===== src/rtl/mem_access_pkg.sv =====
// Shared types and constants for the MEM stage (EX/MEM register, LSU, MEM/WB register).
// Holds the access-size encodings, the FSM state type, the EX/MEM payload struct
// and an alignment helper used by the top level.
package mem_access_pkg;

  localparam int unsigned XLEN   = 32;
  localparam int unsigned REG_AW = 5;
  localparam int unsigned CNT_W  = 8;

  localparam logic [XLEN-1:0] ZERO = '0;

  localparam logic [1:0] MEM_SIZE_B = 2'b00;
  localparam logic [1:0] MEM_SIZE_H = 2'b01;
  localparam logic [1:0] MEM_SIZE_W = 2'b10;

  typedef enum logic {
    MEMST_IDLE   = 1'b0,
    MEMST_ACCESS = 1'b1
  } mem_state_e;

  // EX/MEM pipeline register payload
  typedef struct packed {
    logic              valid;
    logic [XLEN-1:0]   alu_result;
    logic [XLEN-1:0]   wdata;
    logic [REG_AW-1:0] rd;
    logic              reg_write;
    logic              mem_read;
    logic              mem_write;
    logic [1:0]        size;
    logic              is_unsigned;
  } exmem_t;

  // Natural alignment check; size 2'b11 behaves as a word access
  function automatic logic is_aligned(input logic [1:0] size, input logic [1:0] addr_lo);
    logic ok;
    case (size)
      MEM_SIZE_B: ok = 1'b1;
      MEM_SIZE_H: ok = !addr_lo[0];
      default:    ok = (addr_lo == 2'b00);
    endcase
    return ok;
  endfunction

endpackage


===== src/rtl/mem_access_lsu_align.sv =====
// Combinational lane logic for the load/store unit.
// Ports:
//   addr_lo     in  2   byte offset within the word
//   size        in  2   access size (byte/half/word, 11 = word)
//   is_unsigned in  1   zero-extend loads instead of sign-extend
//   st_data     in  32  store data (low bits significant for byte/half)
//   ld_raw      in  32  raw word returned by memory
//   be_c        out 4   byte enables
//   st_lanes_c  out 32  store data replicated across byte lanes
//   ld_data_c   out 32  selected and extended load data
module mem_access_lsu_align
  import mem_access_pkg::*;
(
  input  logic [1:0]      addr_lo,
  input  logic [1:0]      size,
  input  logic            is_unsigned,
  input  logic [XLEN-1:0] st_data,
  input  logic [XLEN-1:0] ld_raw,
  output logic [3:0]      be_c,
  output logic [XLEN-1:0] st_lanes_c,
  output logic [XLEN-1:0] ld_data_c
);

  logic [XLEN-1:0] ld_shift;

  // Lane select, replication and extension per access size
  always_comb begin
    be_c       = 4'b1111;
    st_lanes_c = st_data;
    ld_data_c  = ld_raw;
    ld_shift   = ld_raw >> {addr_lo, 3'b000};
    case (size)
      MEM_SIZE_B: begin
        be_c       = 4'b0001 << addr_lo;
        st_lanes_c = {4{st_data[7:0]}};
        ld_data_c  = {{24{!is_unsigned & ld_shift[7]}}, ld_shift[7:0]};
      end
      MEM_SIZE_H: begin
        be_c       = 4'b0011 << {addr_lo[1], 1'b0};
        st_lanes_c = {2{st_data[15:0]}};
        ld_data_c  = {{16{!is_unsigned & ld_shift[15]}}, ld_shift[15:0]};
      end
      default: ;
    endcase
  end

endmodule


===== src/rtl/mem_access.sv =====
// MEM stage of the rv32i pipeline: EX/MEM register, data-memory req/ack FSM with
// timeout, and MEM/WB register. Also sources EX-stage forwarding signals.
// Ports:
//   clk, rst_n                     clock / async active-low reset
//   ex_*                           instruction leaving EX (valid, alu result, store data, rd, ctrl)
//   mem_stall                      hold IF/ID/EX while a memory access is waiting for ack
//   dmem_req/we/addr/be/wdata      data-memory request (combinational, stable until ack)
//   dmem_ack, dmem_rdata           memory response
//   exmem_reg_write/rd/wdata       EX/MEM forwarding source (loads never forward)
//   memwb_reg_write/rd, wb_reg_wdata  MEM/WB writeback
//   misalign, bus_err              one-cycle pulses, aligned with the dropped MEM/WB write
module mem_access
  import mem_access_pkg::*;
#(
  parameter int unsigned DATA_WIDTH  = 32,
  parameter int unsigned RADDR_WIDTH = 5,
  parameter int unsigned TIMEOUT     = 255
) (
  input  logic                   clk,
  input  logic                   rst_n,
  input  logic                   ex_valid,
  input  logic [DATA_WIDTH-1:0]  ex_alu_result,
  input  logic [DATA_WIDTH-1:0]  ex_mem_wdata,
  input  logic [RADDR_WIDTH-1:0] ex_rd,
  input  logic                   ex_reg_write,
  input  logic                   ex_mem_read,
  input  logic                   ex_mem_write,
  input  logic [1:0]             ex_mem_size,
  input  logic                   ex_mem_unsigned,
  output logic                   mem_stall,
  output logic                   dmem_req,
  output logic                   dmem_we,
  output logic [DATA_WIDTH-1:0]  dmem_addr,
  output logic [3:0]             dmem_be,
  output logic [DATA_WIDTH-1:0]  dmem_wdata,
  input  logic                   dmem_ack,
  input  logic [DATA_WIDTH-1:0]  dmem_rdata,
  output logic                   exmem_reg_write,
  output logic [RADDR_WIDTH-1:0] exmem_reg_rd,
  output logic [DATA_WIDTH-1:0]  exmem_reg_wdata,
  output logic                   memwb_reg_write,
  output logic [RADDR_WIDTH-1:0] memwb_reg_rd,
  output logic [DATA_WIDTH-1:0]  wb_reg_wdata,
  output logic                   misalign,
  output logic                   bus_err
);

  mem_state_e        state_q, state_d;
  logic [CNT_W-1:0]  cnt_q, cnt_d;
  exmem_t            exmem_q, exmem_d;
  logic              memwb_reg_write_q, memwb_reg_write_d;
  logic [REG_AW-1:0] memwb_reg_rd_q, memwb_reg_rd_d;
  logic [XLEN-1:0]   wb_reg_wdata_q, wb_reg_wdata_d;
  logic              misalign_q, misalign_d;
  logic              bus_err_q, bus_err_d;

  logic              mem_op_c;
  logic              aligned_c;
  logic              misal_c;
  logic              req_c;
  logic              abort_c;
  logic              stall_c;
  logic [3:0]        be_c;
  logic [XLEN-1:0]   st_lanes_c;
  logic [XLEN-1:0]   ld_data_c;

  assign mem_op_c  = exmem_q.valid & (exmem_q.mem_read | exmem_q.mem_write);
  assign aligned_c = is_aligned(exmem_q.size, exmem_q.alu_result[1:0]);
  assign misal_c   = mem_op_c & !aligned_c;

  mem_access_lsu_align u_lsu_align (
    .addr_lo     (exmem_q.alu_result[1:0]),
    .size        (exmem_q.size),
    .is_unsigned (exmem_q.is_unsigned),
    .st_data     (exmem_q.wdata),
    .ld_raw      (dmem_rdata),
    .be_c        (be_c),
    .st_lanes_c  (st_lanes_c),
    .ld_data_c   (ld_data_c)
  );

  // Next state, timeout counter and both pipeline register updates
  always_comb begin
    state_d           = state_q;
    cnt_d             = cnt_q;
    exmem_d           = exmem_q;
    memwb_reg_write_d = 1'b0;
    memwb_reg_rd_d    = memwb_reg_rd_q;
    wb_reg_wdata_d    = wb_reg_wdata_q;
    misalign_d        = 1'b0;
    bus_err_d         = 1'b0;
    req_c             = 1'b0;
    abort_c           = 1'b0;

    // IDLE issues in the first MEM cycle so a zero-wait ack needs no stall
    unique case (state_q)
      MEMST_IDLE:   req_c = mem_op_c & aligned_c;
      MEMST_ACCESS: begin
        if (cnt_q == CNT_W'(TIMEOUT)) abort_c = 1'b1;
        else                           req_c   = 1'b1;
      end
    endcase

    stall_c = req_c & !dmem_ack;

    if (req_c) begin
      if (dmem_ack) begin
        state_d = MEMST_IDLE;
        cnt_d   = '0;
      end else begin
        state_d = MEMST_ACCESS;
        cnt_d   = cnt_q + CNT_W'(1);
      end
    end else if (abort_c) begin
      state_d = MEMST_IDLE;
      cnt_d   = '0;
    end

    // Pipeline advances whenever no access is waiting
    if (!stall_c) begin
      exmem_d.valid       = ex_valid;
      exmem_d.alu_result  = ex_alu_result;
      exmem_d.wdata       = ex_mem_wdata;
      exmem_d.rd          = ex_rd;
      exmem_d.reg_write   = ex_reg_write;
      exmem_d.mem_read    = ex_mem_read;
      exmem_d.mem_write   = ex_mem_write;
      exmem_d.size        = ex_mem_size;
      exmem_d.is_unsigned = ex_mem_unsigned;

      memwb_reg_write_d = exmem_q.valid & exmem_q.reg_write & !misal_c & !abort_c;
      memwb_reg_rd_d    = exmem_q.rd;
      wb_reg_wdata_d    = exmem_q.mem_read ? ld_data_c : exmem_q.alu_result;
      misalign_d        = misal_c;
      bus_err_d         = abort_c;
    end
  end

  always_ff @(posedge clk or negedge rst_n) begin
    if (!rst_n) begin
      state_q           <= MEMST_IDLE;
      cnt_q             <= '0;
      exmem_q           <= '0;
      memwb_reg_write_q <= 1'b0;
      memwb_reg_rd_q    <= '0;
      wb_reg_wdata_q    <= '0;
      misalign_q        <= 1'b0;
      bus_err_q         <= 1'b0;
    end else begin
      state_q           <= state_d;
      cnt_q             <= cnt_d;
      exmem_q           <= exmem_d;
      memwb_reg_write_q <= memwb_reg_write_d;
      memwb_reg_rd_q    <= memwb_reg_rd_d;
      wb_reg_wdata_q    <= wb_reg_wdata_d;
      misalign_q        <= misalign_d;
      bus_err_q         <= bus_err_d;
    end
  end

  // Request fields are gated by req so the bus idles at zero
  assign mem_stall       = stall_c;
  assign dmem_req        = req_c;
  assign dmem_we         = req_c & exmem_q.mem_write;
  assign dmem_addr       = req_c ? {exmem_q.alu_result[XLEN-1:2], 2'b00} : ZERO;
  assign dmem_be         = req_c ? be_c : 4'b0000;
  assign dmem_wdata      = req_c ? st_lanes_c : ZERO;

  assign exmem_reg_write = exmem_q.valid & exmem_q.reg_write & !exmem_q.mem_read;
  assign exmem_reg_rd    = exmem_q.rd;
  assign exmem_reg_wdata = exmem_q.alu_result;

  assign memwb_reg_write = memwb_reg_write_q;
  assign memwb_reg_rd    = memwb_reg_rd_q;
  assign wb_reg_wdata    = wb_reg_wdata_q;
  assign misalign        = misalign_q;
  assign bus_err         = bus_err_q;

endmodule


===== config.mk =====
export PLATFORM = sky130hd
export DESIGN_NAME = mem_access
export DESIGN_NICKNAME = d
export VERILOG_FILES = /design/src/rtl/mem_access_pkg.sv /design/src/rtl/mem_access_lsu_align.sv /design/src/rtl/mem_access.sv
export SDC_FILE = /design/constraint.sdc
export NUM_CORES = 1
export LEC_CHECK = 0
export CAP_MARGIN = 30
export CORE_AREA = 2 2 99 139
export DETAILED_ROUTE_END_ITERATION = 16
export DIE_AREA = 0 0 101 141
export DONT_BUFFER_PORTS = 1
export PLACE_DENSITY = 0.85
export SLEW_MARGIN = 20
export SYNTH_ARGS = -nofsm -noshare
export SYNTH_HDL_FRONTEND = slang
export SYNTH_HIERARCHICAL = 1
export SYNTH_SLANG_ARGS = --single-unit

===== constraint.sdc =====
create_clock -name clk -period 2.32 [get_ports clk]
set_clock_uncertainty 0.2 [all_clocks]
set_input_delay 0.116 -clock clk [delete_from_list [all_inputs] [get_ports clk]]
set_output_delay 0.116 -clock clk [all_outputs]
set_load 0.01 [all_outputs]

==> results.toml <==
[status]
status = "complete, but fails checks"
violations = "negative hold slack, negative setup slack"

[worst_setup_path]
slowest_stage = "dfrtp_2"
crit_start = "exmem_reg_wdata[0]"
r2r-end = "wb_reg_wdata[6]"
cp_cell_sequence = "buf_4 > clkbuf_16 > and2b_1 > a21oi_1 > o21ai_0 > mux2_2 > mux2_4"
worst_ep_arrival_time_ns = 2.53
r2r_setup_slack_ns = -0.13
r2r-start = "exmem_reg_wdata[0]"
cp.required_ns = 2.41
reg2regPathDepth = 7
start_kind = "flop"
critPathMaxFanout = 11
cp_slowest_stage_delay_ns = 0.42
path_class = "reg -> reg"
worstSetupEndpointType = "flop"

[placement]
numPortBuffers = 0
gp_congestion = 0.8892
dp_hpwl_mm = 13.61

[power_and_ir_drop]
ir_worst_vdd_mv = 0.4680
p_leak_nw = 4.423
powerDensity_mw_per_mm2 = 895.0

[timing]
rsz0062_at_grt = "true"
report.final.hold_viol_count = 126
fin_crit_sh_pct = 105.5
period_needed_ns = 2.447
fin_hold_ws_ns = -0.7929
drv_slew = 0
layout_setup_ws_ns = -0.1266
tns_ns = -0.1692
fmax_mhz = 408.7
setup_viol = 2

[layout]
n_antenna_cell = 0
areaGrowthSynthToFinish_pct = 29.07
nNetsFinal = 854
fillers = 772
mostFrequentLayoutCells = "119 x dfrtp_1, 106 x dlygate4sd3_1, 93 x mux2_4, 69 x mux2_2, 67 x and2_4"
drive_gt1_share_pct = 45.30
layout_commonest_cell = "dfrtp_1"
utilization_pct = 74.54

[detailed_routing]
top_layer_used = "met4"
wl_met1_mm = 7.919
wl_met2_mm = 12.42
dr.pass1.iters = 5
viasPerCell = 6.225
wirelength_mm = 23.56
drc = 0
wl_per_cell_microns = 25.86
vias = 5671
final_antenna_net_count = 0
wl_met3_mm = 1.886
drt_iter0_markers = 354

[synthesis]
ys_ff_latch = 125
ys_types = 46
avgSynthCellArea_sq_um = 11.69
synth-seq-area-share_pct = 41.23
synth-edff-count = 0
syn-cell-area_sq_mm = 0.007587
synth_cells = 649
synth_ff_type = "dfrtp_1"
synthArstFlopShare_pct = 100.0
yosysWarnings = 6

[cts]
cts_made_buffers = 17
cts.sinks = 125
root_buffer = "clkbuf_16"
cts_tree = "built"
clock_latency_ns = 0.40
path_clk_slew_ns = 0.06
hold_buffers = 106
cts_max_path_buffers = 2
cts-htree-levels = 4

[global_route]
antenna_found_initial = 0
grt_pass1_vias = 5841
grt_overflow = 0
grt_pass1_wl_mm = 32.33
grt_max_degree = 126
grt_usage_pct = 29.45

[hold_path]
hold_class = "in -> async"

[floorplanning]
die_h_microns = 141
row_count = 50
start_util_pct = 57.75
coreArea_sq_mm = 0.01314
die_x_microns = 101
num_io_pins = 260
dieArea_sq_mm = 0.01424

[flow_run]
drv_cap = 0
## layout make-up
class	instances	area (sq um)	area share [%]
repair buffers	164	1788	18.26
clock inverters	14	167.7	1.712
well taps	156	195.2	1.993
flip-flops and latches	125	3136	32.02
multi-input cells	432	4060	41.46
clock buffers	18	439.2	4.484
inverters	2	7.507	0.07666
## cell families (layout without fill, tap and decap cells)
| kind of cell | count (synthesis) | count (layout) | synth area share (%) |
|---|---|---|---|
| AO/OA/AOI/OAI | 62 | 62 | 5.409 |
| adder cells (fa/ha/maj) | 1 | 1 | 0.1649 |
| buffers and inverters | 93 | 198 | 8.575 |
| flip-flops | 125 | 125 | 41.23 |
| multiplexers | 187 | 187 | 31.94 |
| other | 1 | 2 | 0.04942 |
| AND/OR/NAND/NOR | 180 | 180 | 12.63 |
## routing by layer
layer,vias up,global-route usage [%]
met5,-,0
met4,0,16.43
met3,104,7.536
met2,384,51.72
met1,2808,31.73
li1,2375,-
## where the power goes
part / switching, W / internal (W) / leakage [nW]
combinational: 0.00122 / 0.00165 / 2.66
sequential: 0.000577 / 0.00258 / 1.48
clock: 0.00101 / 0.00172 / 0.292
total: 0.00281 / 0.00596 / 4.42
## critical path: cells and delay by family, from the launching register on
kind                   cells  cell delay, ns
muxes                      2            0.57
buffers and inverters      2            0.33
DFF                        1            0.42
AOI/OAI and AO/OA          2            0.54
and+or+nand+nor            1            0.26
## synth_stat cells (all sizes together) (2+ instances only)
| cell | instances | share of area [%] |
|---|---|---|
| nor2b | 11 | 0.91 |
| o21bai | 6 | 0.64 |
| o21a | 2 | 0.20 |
| nor2 | 18 | 0.92 |
| o21ai | 19 | 1.3 |
| dfrtp | 125 | 41 |
| nor3 | 7 | 0.74 |
| nor4 | 3 | 0.33 |
| and2 | 67 | 5.5 |
| inv | 2 | 0.099 |
| a31oi | 3 | 0.25 |
| nand3 | 5 | 0.46 |
| buf | 73 | 7.6 |
| a21oi | 15 | 0.99 |
| mux2 | 162 | 29 |
| o2bb2ai | 8 | 0.92 |
| mux2i | 25 | 3.3 |
| clkbuf | 18 | 0.91 |
| a221o | 3 | 0.40 |
| nand2 | 62 | 3.1 |
## flip-flops by register name (all words and copies together) (netlist names)
| signal | flops |
|---|---|
| exmem_q | 39 |
| exmem_reg_wdata | 32 |
| wb_reg_wdata | 32 |
| cnt_q | 8 |
| exmem_reg_rd | 5 |
| memwb_reg_rd | 5 |
| bus_err | 1 |
| memwb_reg_write | 1 |
| misalign | 1 |
| state_q | 1 |
## stage by stage
step	std cells	power [W]	hold WS, ns	worst slack, ns	cell area (sq um)
2_1_floorplan	650	0.004828	-0.3796	0.2468	7591
3_3_place_gp	743	0.005108	-0.3774	0.08561	7456
3_5_place_dp	743	0.005204	-0.3770	0.03048	7456
4_1_cts	889	0.008219	-0.8041	0.006356	9298
5_1_grt	911	0.009093	-0.8192	-0.07790	9793
6_report	911	0.008765	-0.7929	-0.1266	9793
## how the worst max path moves through the flow
| stage | to | cells after the start |
|---|---|---|
| final | wb_reg_wdata[6] | 7 |
| after CTS | dmem_wdata[11] | 5 |
| after global placement | exmem_q[27] | 7 |
| after detailed placement | exmem_reg_wdata[26] | 7 |
| after global routing | wb_reg_wdata[22] | 7 |
| after floorplan | wb_reg_wdata[6] | 9 |
## what timing repair did
item / CTS / global route
gates resized for setup: 22 / 83
endpoints found under the hold margin: 237 / 125
cloned: 1 / 6
pin swaps: 4 / 14
setup buffers: 7 / 16
endpoints found under the setup margin: 69 / 110
Note: power is estimated with default switching activity, not from simulation.
